`src/rtl/team_09_wb_master.sv`:
```
// Wishbone B4 classic single-transfer bus master for team_09 user logic.
// One request in flight at a time; a programmable timeout guarantees a response.
module team_09_wb_master #(
  parameter int TIMEOUT_CYCLES = 255
) (
  input  logic        clk_i,
  input  logic        nrst,
  input  logic        req_valid,
  output logic        req_ready,
  input  logic        req_we,
  input  logic [31:0] req_adr,
  input  logic [31:0] req_dat,
  input  logic [3:0]  req_sel,
  output logic        rsp_valid,
  output logic [31:0] rsp_dat,
  output logic        rsp_err,
  output logic        busy,
  output logic [31:0] ADR_O,
  output logic [31:0] DAT_O,
  output logic [3:0]  SEL_O,
  output logic        WE_O,
  output logic        STB_O,
  output logic        CYC_O,
  input  logic [31:0] DAT_I,
  input  logic        ACK_I
);

  typedef enum logic {IDLE, BUS} state_t;

  localparam logic [15:0] TO_LAST    = 16'(TIMEOUT_CYCLES - 1);
  localparam bit          TO_ENABLED = (TIMEOUT_CYCLES != 0);

  state_t      r_state;
  logic [15:0] r_cnt;
  logic        w_timeout;

  // Timeout fires on the last allowed wait cycle; ACK_I is checked first so it wins a tie.
  assign w_timeout = TO_ENABLED && (r_cnt == TO_LAST);

  // NOTE: req_ready/busy decode from state alone, so no requester input reaches them combinationally.
  assign req_ready = (r_state == IDLE);
  assign busy      = (r_state == BUS);

  // NOTE: all state and outputs use non-blocking assignments so every register sees pre-edge values.
  always_ff @(posedge clk_i) begin
    if (!nrst) begin
      r_state   <= IDLE;
      r_cnt     <= '0;
      ADR_O     <= '0;
      DAT_O     <= '0;
      SEL_O     <= '0;
      WE_O      <= 1'b0;
      STB_O     <= 1'b0;
      CYC_O     <= 1'b0;
      rsp_valid <= 1'b0;
      rsp_dat   <= '0;
      rsp_err   <= 1'b0;
    end else begin
      rsp_valid <= 1'b0;
      case (r_state)
        IDLE: begin
          if (req_valid) begin
            ADR_O   <= req_adr;
            DAT_O   <= req_dat;
            SEL_O   <= req_sel;
            WE_O    <= req_we;
            r_cnt   <= '0;
            CYC_O   <= 1'b1;
            STB_O   <= 1'b1;
            r_state <= BUS;
          end
        end
        BUS: begin
          if (ACK_I) begin
            CYC_O     <= 1'b0;
            STB_O     <= 1'b0;
            rsp_valid <= 1'b1;
            rsp_err   <= 1'b0;
            rsp_dat   <= WE_O ? 32'd0 : DAT_I;
            r_state   <= IDLE;
          end else if (w_timeout) begin
            CYC_O     <= 1'b0;
            STB_O     <= 1'b0;
            rsp_valid <= 1'b1;
            rsp_err   <= 1'b1;
            rsp_dat   <= 32'd0;
            r_state   <= IDLE;
          end else begin
            r_cnt <= r_cnt + 16'd1;
          end
        end
        default: r_state <= IDLE;
      endcase
    end
  end

endmodule

```
`config.mk`:
```
export PLATFORM = sky130hd
export DESIGN_NAME = team_09_wb_master
export DESIGN_NICKNAME = d
export VERILOG_FILES = /design/src/rtl/team_09_wb_master.sv
export SDC_FILE = /design/constraint.sdc
export NUM_CORES = 1
export LEC_CHECK = 0
export CAP_MARGIN = 20
export CORE_MARGIN = 2
export CORE_UTILIZATION = 41
export CTS_CLUSTER_DIAMETER = 80
export CTS_CLUSTER_SIZE = 12
export DETAILED_ROUTE_END_ITERATION = 8
export HOLD_SLACK_MARGIN = 0.08
export PLACE_DENSITY = 0.83
export SKIP_LAST_GASP = 1
export SYNTH_ARGS = -nofsm -noshare
export SYNTH_HDL_FRONTEND = slang
export SYNTH_SLANG_ARGS = --single-unit
```
`constraint.sdc`:
```
create_clock -name clk_i -period 2.2 [get_ports clk_i]
set_clock_uncertainty 0.15 [all_clocks]
set_input_delay 0.33 -clock clk_i [delete_from_list [all_inputs] [get_ports clk_i]]
set_output_delay 0.33 -clock clk_i [all_outputs]
set_load 0.01 [all_outputs]
```
---- After elaboration in Yosys (flattened, before gate mapping) ----
Index checks and enable logic that the tools add are counted.
word-level totals
  bits in registers ....................... 121
  bits of input ports ..................... 105
  word-level logic and storage cells ...... 42
cells by class
  $add $sub $neg .......................... 1
  equal/unequal tests ..................... 5
  mux-type cells .......................... 19
  bitwise gates (word level) .............. 1
  reduce and logical (&&, ||, !) cells .... 6
operators by type and width
  operator                                                           count
  32-bit 2-to-1 mux                                                  3
  16-bit 2-to-1 mux                                                  3
  16-bit case mux with 2 select lines                                1
  16-bit by 1-bit adder with 16-bit output (second input constant)   1
  16-bit by 8-bit == test with 1-bit output (second input constant)  1
  1-bit 2-to-1 mux                                                   10
  2-bit AND reduction                                                4
  2-bit != test (second input constant)                              3
  1-bit case mux with 2 select lines                                 2
  3-bit by 2-bit != test with 1-bit output (second input constant)   1
  3-bit AND reduction                                                1
  2-bit nonzero test                                                 1
  1-bit NOT                                                          1

---- Logic depth before layout (Yosys ltp) ----
Gate-level depths: netlist (run 1).
  word-level depth ........................ 4
  mapped depth ............................ 8

---- Worst setup path after synthesis (run 1) ----
OpenSTA, ideal clock, no wires.
  path type ............................... reg2reg
  start point ............................. register r_cnt[0]
  end point ............................... register r_cnt[9]
  arrival ................................. 1761 ps
  data required time ...................... 1964 ps
  slack ................................... 204 ps
  stages on the path, launching flop included .. 8
  buffers on the path ..................... 1
  clock period less this slack ............ 1996 ps
  path through ............................ dfxtp_1 > inv_1 > ha_1 > nor4b_1 > and3_1 > clkbuf_1 > or4_1 > a211oi_1
between the ends
  word-level cells in the longest chain between the ends .. 4
  elaborated cells between the ends (all ways) .. 7
ends and longest elaborated chain
  what                                      line  RTL
  from (decl)                               34    logic [15:0] r_cnt;
  from (signal assigned)                    89    r_cnt <= r_cnt + 16'd1;
  16-bit by 1-bit adder with 16-bit output  89
  16-bit 2-to-1 mux                         81    end else if (w_timeout) begin
  16-bit 2-to-1 mux                         74    if (ACK_I) begin
  16-bit case mux with 2 select lines       60    case (r_state)
Parallel ways exist; a longest one is shown, timed or not. The select of a mux whose other input is x is not followed.
A chain may end at the register's enable or synchronous reset.

---- Final worst setup path (run 1) ----
  start point ............................. register r_state, in the netlist busy
  end point ............................... output port req_ready
between the ends
  word-level cells in the longest chain between the ends .. 1
ends and longest elaborated chain
  what                        line  RTL
  from (decl)                 33    state_t r_state;
  from (signal assigned)      47    r_state <= IDLE;
  from (signal assigned)      70    r_state <= BUS;
  from (signal assigned)      80    r_state <= IDLE;
  1-bit NOT (no source line)  -
  to (decl)                   9     output logic req_ready,
Every way passes these cells.

==> metrics.yaml, run 1 <==
synth-async-reset-ratio: 0
whs_ns: 0.217
drt-initial-drc-count: 266
die_h_um: 109
max-slew-margin-rel: 0.667
r2r_start: "r_cnt[11]"
p_clk_frac: 0.472
firstDrtPassIters: 7
setup_viol: 0
synth-warning-count: 0
hold_path_class: "in -> reg"
synth-edff-count: 0
ir_drop_uv: 506
synth_top_area_frac: 0.536
drive_gt1_frac: 0.0889
initial_core_util: 0.419
seqPwrFrac: 0.401
crit_path_start_kind: "flip-flop"
worstRegToRegCells: 5
grt_pass1_wl_mm: 21.6
synth.most_common_cell: "nand2_1"
hold_buffers: 0
ys_types: 42
cts_max_level: 4
die_w_um: 109
yosys.area.top_type: "dfxtp_1"
grt_pass1_vias: 4511
hold_start: "req_dat[7]"
syn_to_final_growth_pct: 64.5
p_int_uw: 4560
leakage_uw: 0.00272
layout_min_cycle_time_ns: 2.06
grt_overflow: 0
root_buffer: "clkbuf_8"
nFillCells: 839
syn-instance-count: 508
ios: 212
ys.flop_type: "dfxtp_1"
worstPathArrival_ns: 1.58
numCtsBuffers: 17
antenna_cells: 0
post-route-drc-count: 0
rsz0062_at_grt: "no"
crit_fanout: 7
cp.required_ns: 1.72
syn_nets: 615
numPortBuffers: 211
post_drt_wl_per_cell_um: 16.2
clock-sinks: 121
clkTransAtPathRegs_ns: 0.06
synth-seq-area-share: 0.536
cts_tree: "built"
ant_nets: 0
hpwl_mm: 9.75
grt_usage: 0.233
yosys-top-cells-count: "148 x nand2_1, 121 x dfxtp_1, 75 x a21oi_1, 32 x a32o_1, 32 x clkbuf_1"
pwr_density_cell_nw_per_um2: 789
routed_wl_mm: 14.1
placed_area_um2: 6830
fin_setup_tns_ns: 0
grt_max_degree: 53
final_max_slew_viol_count: 0
final_nets: 826
cap_violations: 0
avgSynthCellArea_um2: 8.90
min_to: "DAT_O[7]"
gp_congestion: 0.904
dieArea_um2: 11900
clock_latency_ns: 0.51
rows: 38
tightest_slew_ns: 0.500
r2r_setup_slack_ns: 0.17
core-area_um2: 10800
worstSetupPathType: "reg -> out"
p_sw_frac: 0.223
power.switching_uw: 1310
fin_crit_sh: 0.937
hold_violations: 0
total_power_uw: 5860
reg2reg_to: "rsp_dat[24]"
hold_depth: 3
vias: 4590
viasPerCell: 5.27
cts_buffer_depth: 2
ys_top_cells_by_area: "dfxtp_1 54%, nand2_1 12%, a21oi_1 8.3%, a32o_1 7.1%, clkbuf_1 2.7%"
ys_ff_latch: 121
syn-cell-area_um2: 4520
status: "completed"
finish.instance_area_um2: 7430
antenna_found_initial: 0
clock.fmax_mhz: 485
cp-end-kind: "output pin"
combPwrFrac: 0.127
## flip-flops by register name, indices dropped and copies added (netlist names)
register / flops
rsp_err: 1
CYC_O: 1
rsp_dat: 32
DAT_O: 32
ADR_O: 32
SEL_O: 4
busy: 1
WE_O: 1
rsp_valid: 1
r_cnt: 16
## final cells by class
| cell class | count | area, um2 | share of cell area |
|---|---|---|---|
| Inverter | 5 | 18.8 | 0.00253 |
| Sequential cell | 121 | 2420 | 0.326 |
| Clock buffer | 24 | 480 | 0.0646 |
| Clock inverter | 7 | 115 | 0.0155 |
| Timing Repair Buffer | 236 | 2320 | 0.313 |
| Tap cell | 140 | 175 | 0.0236 |
| Multi-Input combinational cell | 338 | 1900 | 0.255 |
## metrics by stage
step | worst slack, ns | cells | utilization
floorplan | 0.204 | 508 | -
global route | 0.0791 | 871 | 0.689
detailed placement | 0.0441 | 840 | 0.633
finish | 0.138 | 871 | 0.689
CTS | 0.00707 | 871 | 0.688
global placement | 0.111 | 840 | 0.633
## kinds of logic (layout without fill, tap and decap cells)
family	after synthesis	count (layout)	share of synthesized area
and+or+nand+nor	203	203	0.207
adders and majority gates	2	2	0.00554
muxes	5	5	0.0111
DFF	121	121	0.536
AOI/OAI and AO/OA	128	128	0.191
buffers and inverters	49	272	0.0498
## how the worst max path moves through the flow
stage	end	slack, ns	start
final	req_ready	0.14	busy
after global routing	req_ready	0.08	busy
after CTS	req_ready	0.007	busy
after detailed placement	r_cnt[8]	0.04	ACK_I
after global placement	r_cnt[8]	0.11	ACK_I
after floorplan	r_cnt[9]	0.20	r_cnt[0]
## worst max-delay path, cell delays in order (launching register included)
cell and delay [ns]:
dfxtp_1 0.35, inv_2 0.16, clkdlybuf4s50_1 0.56
## layer usage
layer | routed length, um | vias to the layer above | part of all wire | GRT usage
met5 | 0 | - | 0 | 0
met4 | 213 | 0 | 0.015 | 0.0870
met3 | 951 | 17 | 0.068 | 0.0819
met2 | 7480 | 159 | 0.53 | 0.417
met1 | 5440 | 2210 | 0.39 | 0.250
li1 | - | 2204 | - | -
## what timing repair did
item                                   CTS  global route
endpoints found under the hold margin    0             0
setup endpoints to repair                0            40
gates resized for setup                  0             4
setup buffers                            0             0
## power by group through the flow
stage               sequential [uW]  clock (uW)  combinational [uW]
floorplan                      2440           0                 224
global placement               2390           0                 726
detailed placement             2390           0                 743
CTS                            2350        2810                 749
global route                   2360        2900                 804
finish                         2350        2770                 746
## cells in the final DEF, fill, tap and decap left out, drive strengths merged, types with 2 or more instances in the layout
cell,instances
a21oi,75
a32o,32
and3,3
and4,3
buf,25
bufinv,3
clkbuf,24
clkdlybuf4s50,211
clkinv,2
clkinvlp,2
dfxtp,121
ha,2
inv,5
mux2i,5
nand2,148
nand2b,4
nand3,10
nand4,4
nor2,2
nor2b,2
nor3,4
nor3b,2
nor4b,2
o2111ai,2
o211ai,4
o21ai,3
o311ai,3
o31ai,3
or3,9
or4,6
Power figures use the tool's default switching activity.
==> run 2, diff against run 1 <==
--- a/config.mk
+++ b/config.mk
@@ -7,12 +7,14 @@
 export LEC_CHECK = 0
 export CAP_MARGIN = 20
 export CORE_MARGIN = 2
-export CORE_UTILIZATION = 41
+export CORE_UTILIZATION = 55
+export CTS_BUF_LIST = sky130_fd_sc_hd__clkbuf_2
 export CTS_CLUSTER_DIAMETER = 80
 export CTS_CLUSTER_SIZE = 12
 export DETAILED_ROUTE_END_ITERATION = 8
+export DONT_BUFFER_PORTS = 1
 export HOLD_SLACK_MARGIN = 0.08
-export PLACE_DENSITY = 0.83
+export PLACE_DENSITY = 0.73
 export SKIP_LAST_GASP = 1
 export SYNTH_ARGS = -nofsm -noshare
 export SYNTH_HDL_FRONTEND = slang
==> run 2 against run 1 <==
Net effect: via count fell by 6.6%; non-clock buffer count shrank 110; total power shrank 30%; utilization rose by 4.7 points; setup slack lost 0.044 ns; global-route usage increased by 6.3 points; routed wire length decreased by 5.6%; first-iteration DRC count up 25%; cell count down 16%.
==> metrics.yaml, run 2 (synthesis results as in run 1) <==
initial_core_util: 0.558
clock-sinks: 121
rsz0062_at_grt: "no"
worstPathCellList: "buf_4, nor2b_4, nand2_1, dlygate4sd3_1, a21oi_1"
ant_nets: 0
post-route-drc-count: 0
ios: 212
grt_pass1_vias: 4260
grt_usage: 0.296
whs_ns: 0.172
crit_path_start_kind: "flip-flop"
final_nets: 716
ir_drop_uv: 461
hold_violations: 0
gp_congestion: 0.850
status: "completed"
vias: 4288
crit_fanout: 18
numCtsBuffers: 17
post_drt_wl_per_cell_um: 18.3
final_common_cell: "nand2_1"
cts_max_level: 4
r2r_setup_slack_ns: 0.09
setup_viol: 0
leakage_uw: 0.00218
final_max_slew_viol_count: 0
grt_overflow: 0
cap_violations: 0
cp-end-kind: "flip-flop"
nFillCells: 570
routed_wl_mm: 13.3
largestRegisters: "ADR_O (32), DAT_O (32), rsp_dat (32)"
syn_to_final_growth_pct: 31.7
clock.fmax_mhz: 475
core-area_um2: 8090
critical_path.max_stage_delay_ns: 0.59
fin_setup_tns_ns: 0
rows: 33
cp.required_ns: 2.65
fin_crit_sh: 0.957
hold_path_class: "in -> reg"
dieArea_um2: 8960
worstPathArrival_ns: 2.56
crit_slowest_cell: "dlygate4sd3_1"
cts_buffer_depth: 2
numPortBuffers: 0
drive_gt1_frac: 0.0916
die_w_um: 94.6
mostFrequentLayoutCells: "147 x nand2_1, 121 x dfxtp_1, 112 x dlygate4sd3_1"
antenna_found_initial: 1
hpwl_mm: 7.28
drt-initial-drc-count: 333
clkTransAtPathRegs_ns: 0.20
layout_min_cycle_time_ns: 2.11
grt_pass1_wl_mm: 20.4
cts_tree: "built"
root_buffer: "clkbuf_2"
firstDrtPassIters: 6
pwr_density_cell_nw_per_um2: 693
die_h_um: 94.6
viasPerCell: 5.89
tightest_slew_ns: 0.537
clock_latency_ns: 0.65
grt_max_degree: 58
worstSetupPathType: "reg -> reg"
max-slew-margin-rel: 0.642
[run 2: cell types whose count changed in the layout (fill, tap and decap cells not counted), moves of 5 or more]
cell / change
dlygate4sd3_1: +112
clkbuf_2: +17
clkbuf_16: -16
buf_4: -13
clkdlybuf4s50_1: -211
inv_6: +5
clkbuf_8: -5
[run 2: path summary, 6_finish.rpt]
| check | start | end | depth (start not counted) |
|---|---|---|---|
| worst max-delay path | busy | ADR_O[19] | 5 |
| worst min register to register | ADR_O[2] | ADR_O[2] | 2 |
| worst min-delay path | DAT_I[3] | rsp_dat[3] | 2 |
| worst max register to register | busy | ADR_O[19] | 5 |
[run 2: per-layer routing]
metal,up-vias,routed length [um],GRT usage
met3,43,1230,0.119
li1,1990,-,-
met2,255,7030,0.518
met5,-,0,0
met1,2000,4760,0.311
met4,0,282,0.132
[run 2: cell type report]
class                      count  area (um2)  area share
multi-input combinational    338        1900       0.318
inverter                       5        18.8     0.00315
antenna                        1        2.50    0.000420
clock buffer                  17        85.1      0.0143
tap                          105         131      0.0221
clock inverter                15         120      0.0202
sequential                   121        2420       0.407
timing repair buffer         126        1280       0.214
[run 2: power breakdown]
| group | switching (uW) | internal, uW | total [uW] |
|---|---|---|---|
| Clock | 913 | 315 | 1230 |
| Combinational | 240 | 234 | 474 |
| Sequential | 124 | 2300 | 2420 |
| Total | 1280 | 2840 | 4120 |
[run 2: per-stage QoR]
step	cells	utilization	total power [uW]	instance area, um2	setup slack, ns
after global placement	582	0.568	2720	4590	0.228
after floorplan	508	-	2660	4520	0.204
final	728	0.735	4120	5950	0.0937
after detailed placement	582	0.568	2730	4590	0.174
after CTS	727	0.734	4120	5940	0.119
after global routing	728	0.735	4320	5950	0.0273
[run 2: repair_timing]
action,CTS,global route
hold buffers,113,0
gates resized for setup,0,3
endpoints found under the setup margin,0,39
buffers inserted,0,0
hold endpoints to repair,121,0
[run 2: critical path: cells and delay by family, from the launching register on]
kind            cells  cell delay, ns
flops               1            0.40
simple gates        2            0.59
buf+inv             2            0.80
compound gates      1            0.12
==> run 3, diff against run 2 <==
--- a/config.mk
+++ b/config.mk
@@ -8,7 +8,7 @@
 export CAP_MARGIN = 20
 export CORE_MARGIN = 2
 export CORE_UTILIZATION = 55
-export CTS_BUF_LIST = sky130_fd_sc_hd__clkbuf_2
+export CTS_BUF_LIST = sky130_fd_sc_hd__clkbuf_4
 export CTS_CLUSTER_DIAMETER = 80
 export CTS_CLUSTER_SIZE = 12
 export DETAILED_ROUTE_END_ITERATION = 8
==> run 3 against run 2 <==
Net effect: clock-buffer cell count is the same; setup slack lost 0.015 ns; cell count up 1.2%; die area is the same; non-clock buffer count increased by 9; routed wire length shrank 0.70%; critical path depth did not move; sequential share of layout area is 0.89 points lower; utilization rose by 1.6 points; first-iteration DRC count down 25%; hold slack lost 0.016 ns; critical path type unchanged.
==> metrics.yaml, run 3 (synthesis results as in run 1) <==
critical_path.max_stage_delay_ns: 0.60
fin_setup_tns_ns: 0
cts_tree: "built"
placed_area_um2: 4590
crit_family: "buffers and inverters"
finish.instance_area_um2: 6080
antenna_found_initial: 1
syn_to_final_growth_pct: 34.6
layout_min_cycle_time_ns: 2.12
clock.fmax_mhz: 471
crit_buf_inv: 2
dr_wl_met2_mm: 6.86
cap_violations: 0
leakage_uw: 0.00221
hpwl_mm: 7.28
grt_usage: 0.291
rsz0062_at_grt: "no"
crit_slowest_cell: "dlygate4sd3_1"
max-slew-margin-rel: 0.643
gp_congestion: 0.850
ir_drop_uv: 484
dp_slack_ns: 0.174
crit_path_start_kind: "flip-flop"
tightest_slew_ns: 0.534
grt_max_degree: 58
firstDrtPassIters: 5
status: "completed"
post-route-drc-count: 0
crit_fanout: 18
clock_latency_ns: 0.50
nFillCells: 542
grt_overflow: 0
hold_path_class: "in -> reg"
cp.required_ns: 2.48
worstPathCellList: "buf_4, nor2b_4, nand2_1, dlygate4sd3_1, a21oi_1"
clkTransAtPathRegs_ns: 0.11
worstPathArrival_ns: 2.40
cts_max_level: 4
viasPerCell: 5.82
routed_wl_mm: 13.2
grt_pass1_vias: 4284
fin_crit_sh: 0.964
die_h_um: 94.6
post-cts-setup-buffers: 0
clock-sinks: 121
wl_met3_mm: 1.05
post_drt_wl_per_cell_um: 17.9
largestRegisters: "ADR_O (32), DAT_O (32), rsp_dat (32)"
final_common_cell: "nand2_1"
ant_nets: 0
cp-end-kind: "flip-flop"
stdcell_count: 737
pwr_density_cell_nw_per_um2: 704
initial_core_util: 0.558
final_nets: 725
core-area_um2: 8090
die_w_um: 94.6
maxUsedRoutingLayer: "met4"
mostFrequentLayoutCells: "147 x nand2_1, 121 x dfxtp_1, 121 x dlygate4sd3_1"
dp.cells: 582
fin_ws_ns: 0.0787
numCtsBuffers: 17
root_buffer: "clkbuf_4"
hold_violations: 0
drt-initial-drc-count: 250
cts_buffer_depth: 2
vias: 4290
numPortBuffers: 0
drive_gt1_frac: 0.0903
rows: 33
grt_pass1_wl_mm: 20.2
setup_viol: 0
worstSetupPathType: "reg -> reg"
wl_met1_mm: 4.91
dieArea_um2: 8960
ios: 212
final_max_slew_viol_count: 0
[run 3: through the flow]
step	hold slack (ns)	power (uW)	utilization
after detailed placement	0.310	2730	0.568
after floorplan	0.305	2660	-
after global routing	0.109	4490	0.752
final	0.156	4280	0.752
after CTS	0.0896	4280	0.749
after global placement	0.301	2720	0.568
[run 3: power by group]
group	internal [uW]	switching, uW
Combinational	245	240
Clock	468	912
Sequential	2290	124
Total	3010	1280
[run 3: area by class of cell]
class                   instances  area [um2]  area share
diodes                          1        2.50    0.000411
clock buffers                  17         128      0.0210
clock inverters                15         120      0.0197
inverters                       5        18.8     0.00308
multi-input cells             338        1900       0.312
flip-flops and latches        121        2420       0.398
well taps                     105         131      0.0216
repair buffers                135        1370       0.225
[run 3: per-layer routing]
| metal | vias up | GRT usage |
|---|---|---|
| li1 | 2009 | - |
| met1 | 2020 | 0.311 |
| met2 | 221 | 0.504 |
| met3 | 40 | 0.112 |
| met4 | 0 | 0.143 |
| met5 | - | 0 |
[run 3: worst paths after layout]
check / slack, ns / start / cells past startpoint / end
max: 0.08 / busy / 5 / ADR_O[17]
min: 0.16 / ACK_I / 3 / CYC_O
max reg2reg: 0.08 / busy / 5 / ADR_O[17]
min reg2reg: 0.36 / ADR_O[2] / 2 / ADR_O[2]
[run 3: tightest hold or removal path, stage by stage]
cell and delay (ns):
o21ai_2 0.04, buf_4 0.24, o211a_1 0.16
[run 3: what timing repair did]
action,CTS,global route
hold buffers,121,1
endpoints found under the hold margin,118,1
setup endpoints to repair,0,38
gates resized for setup,0,3
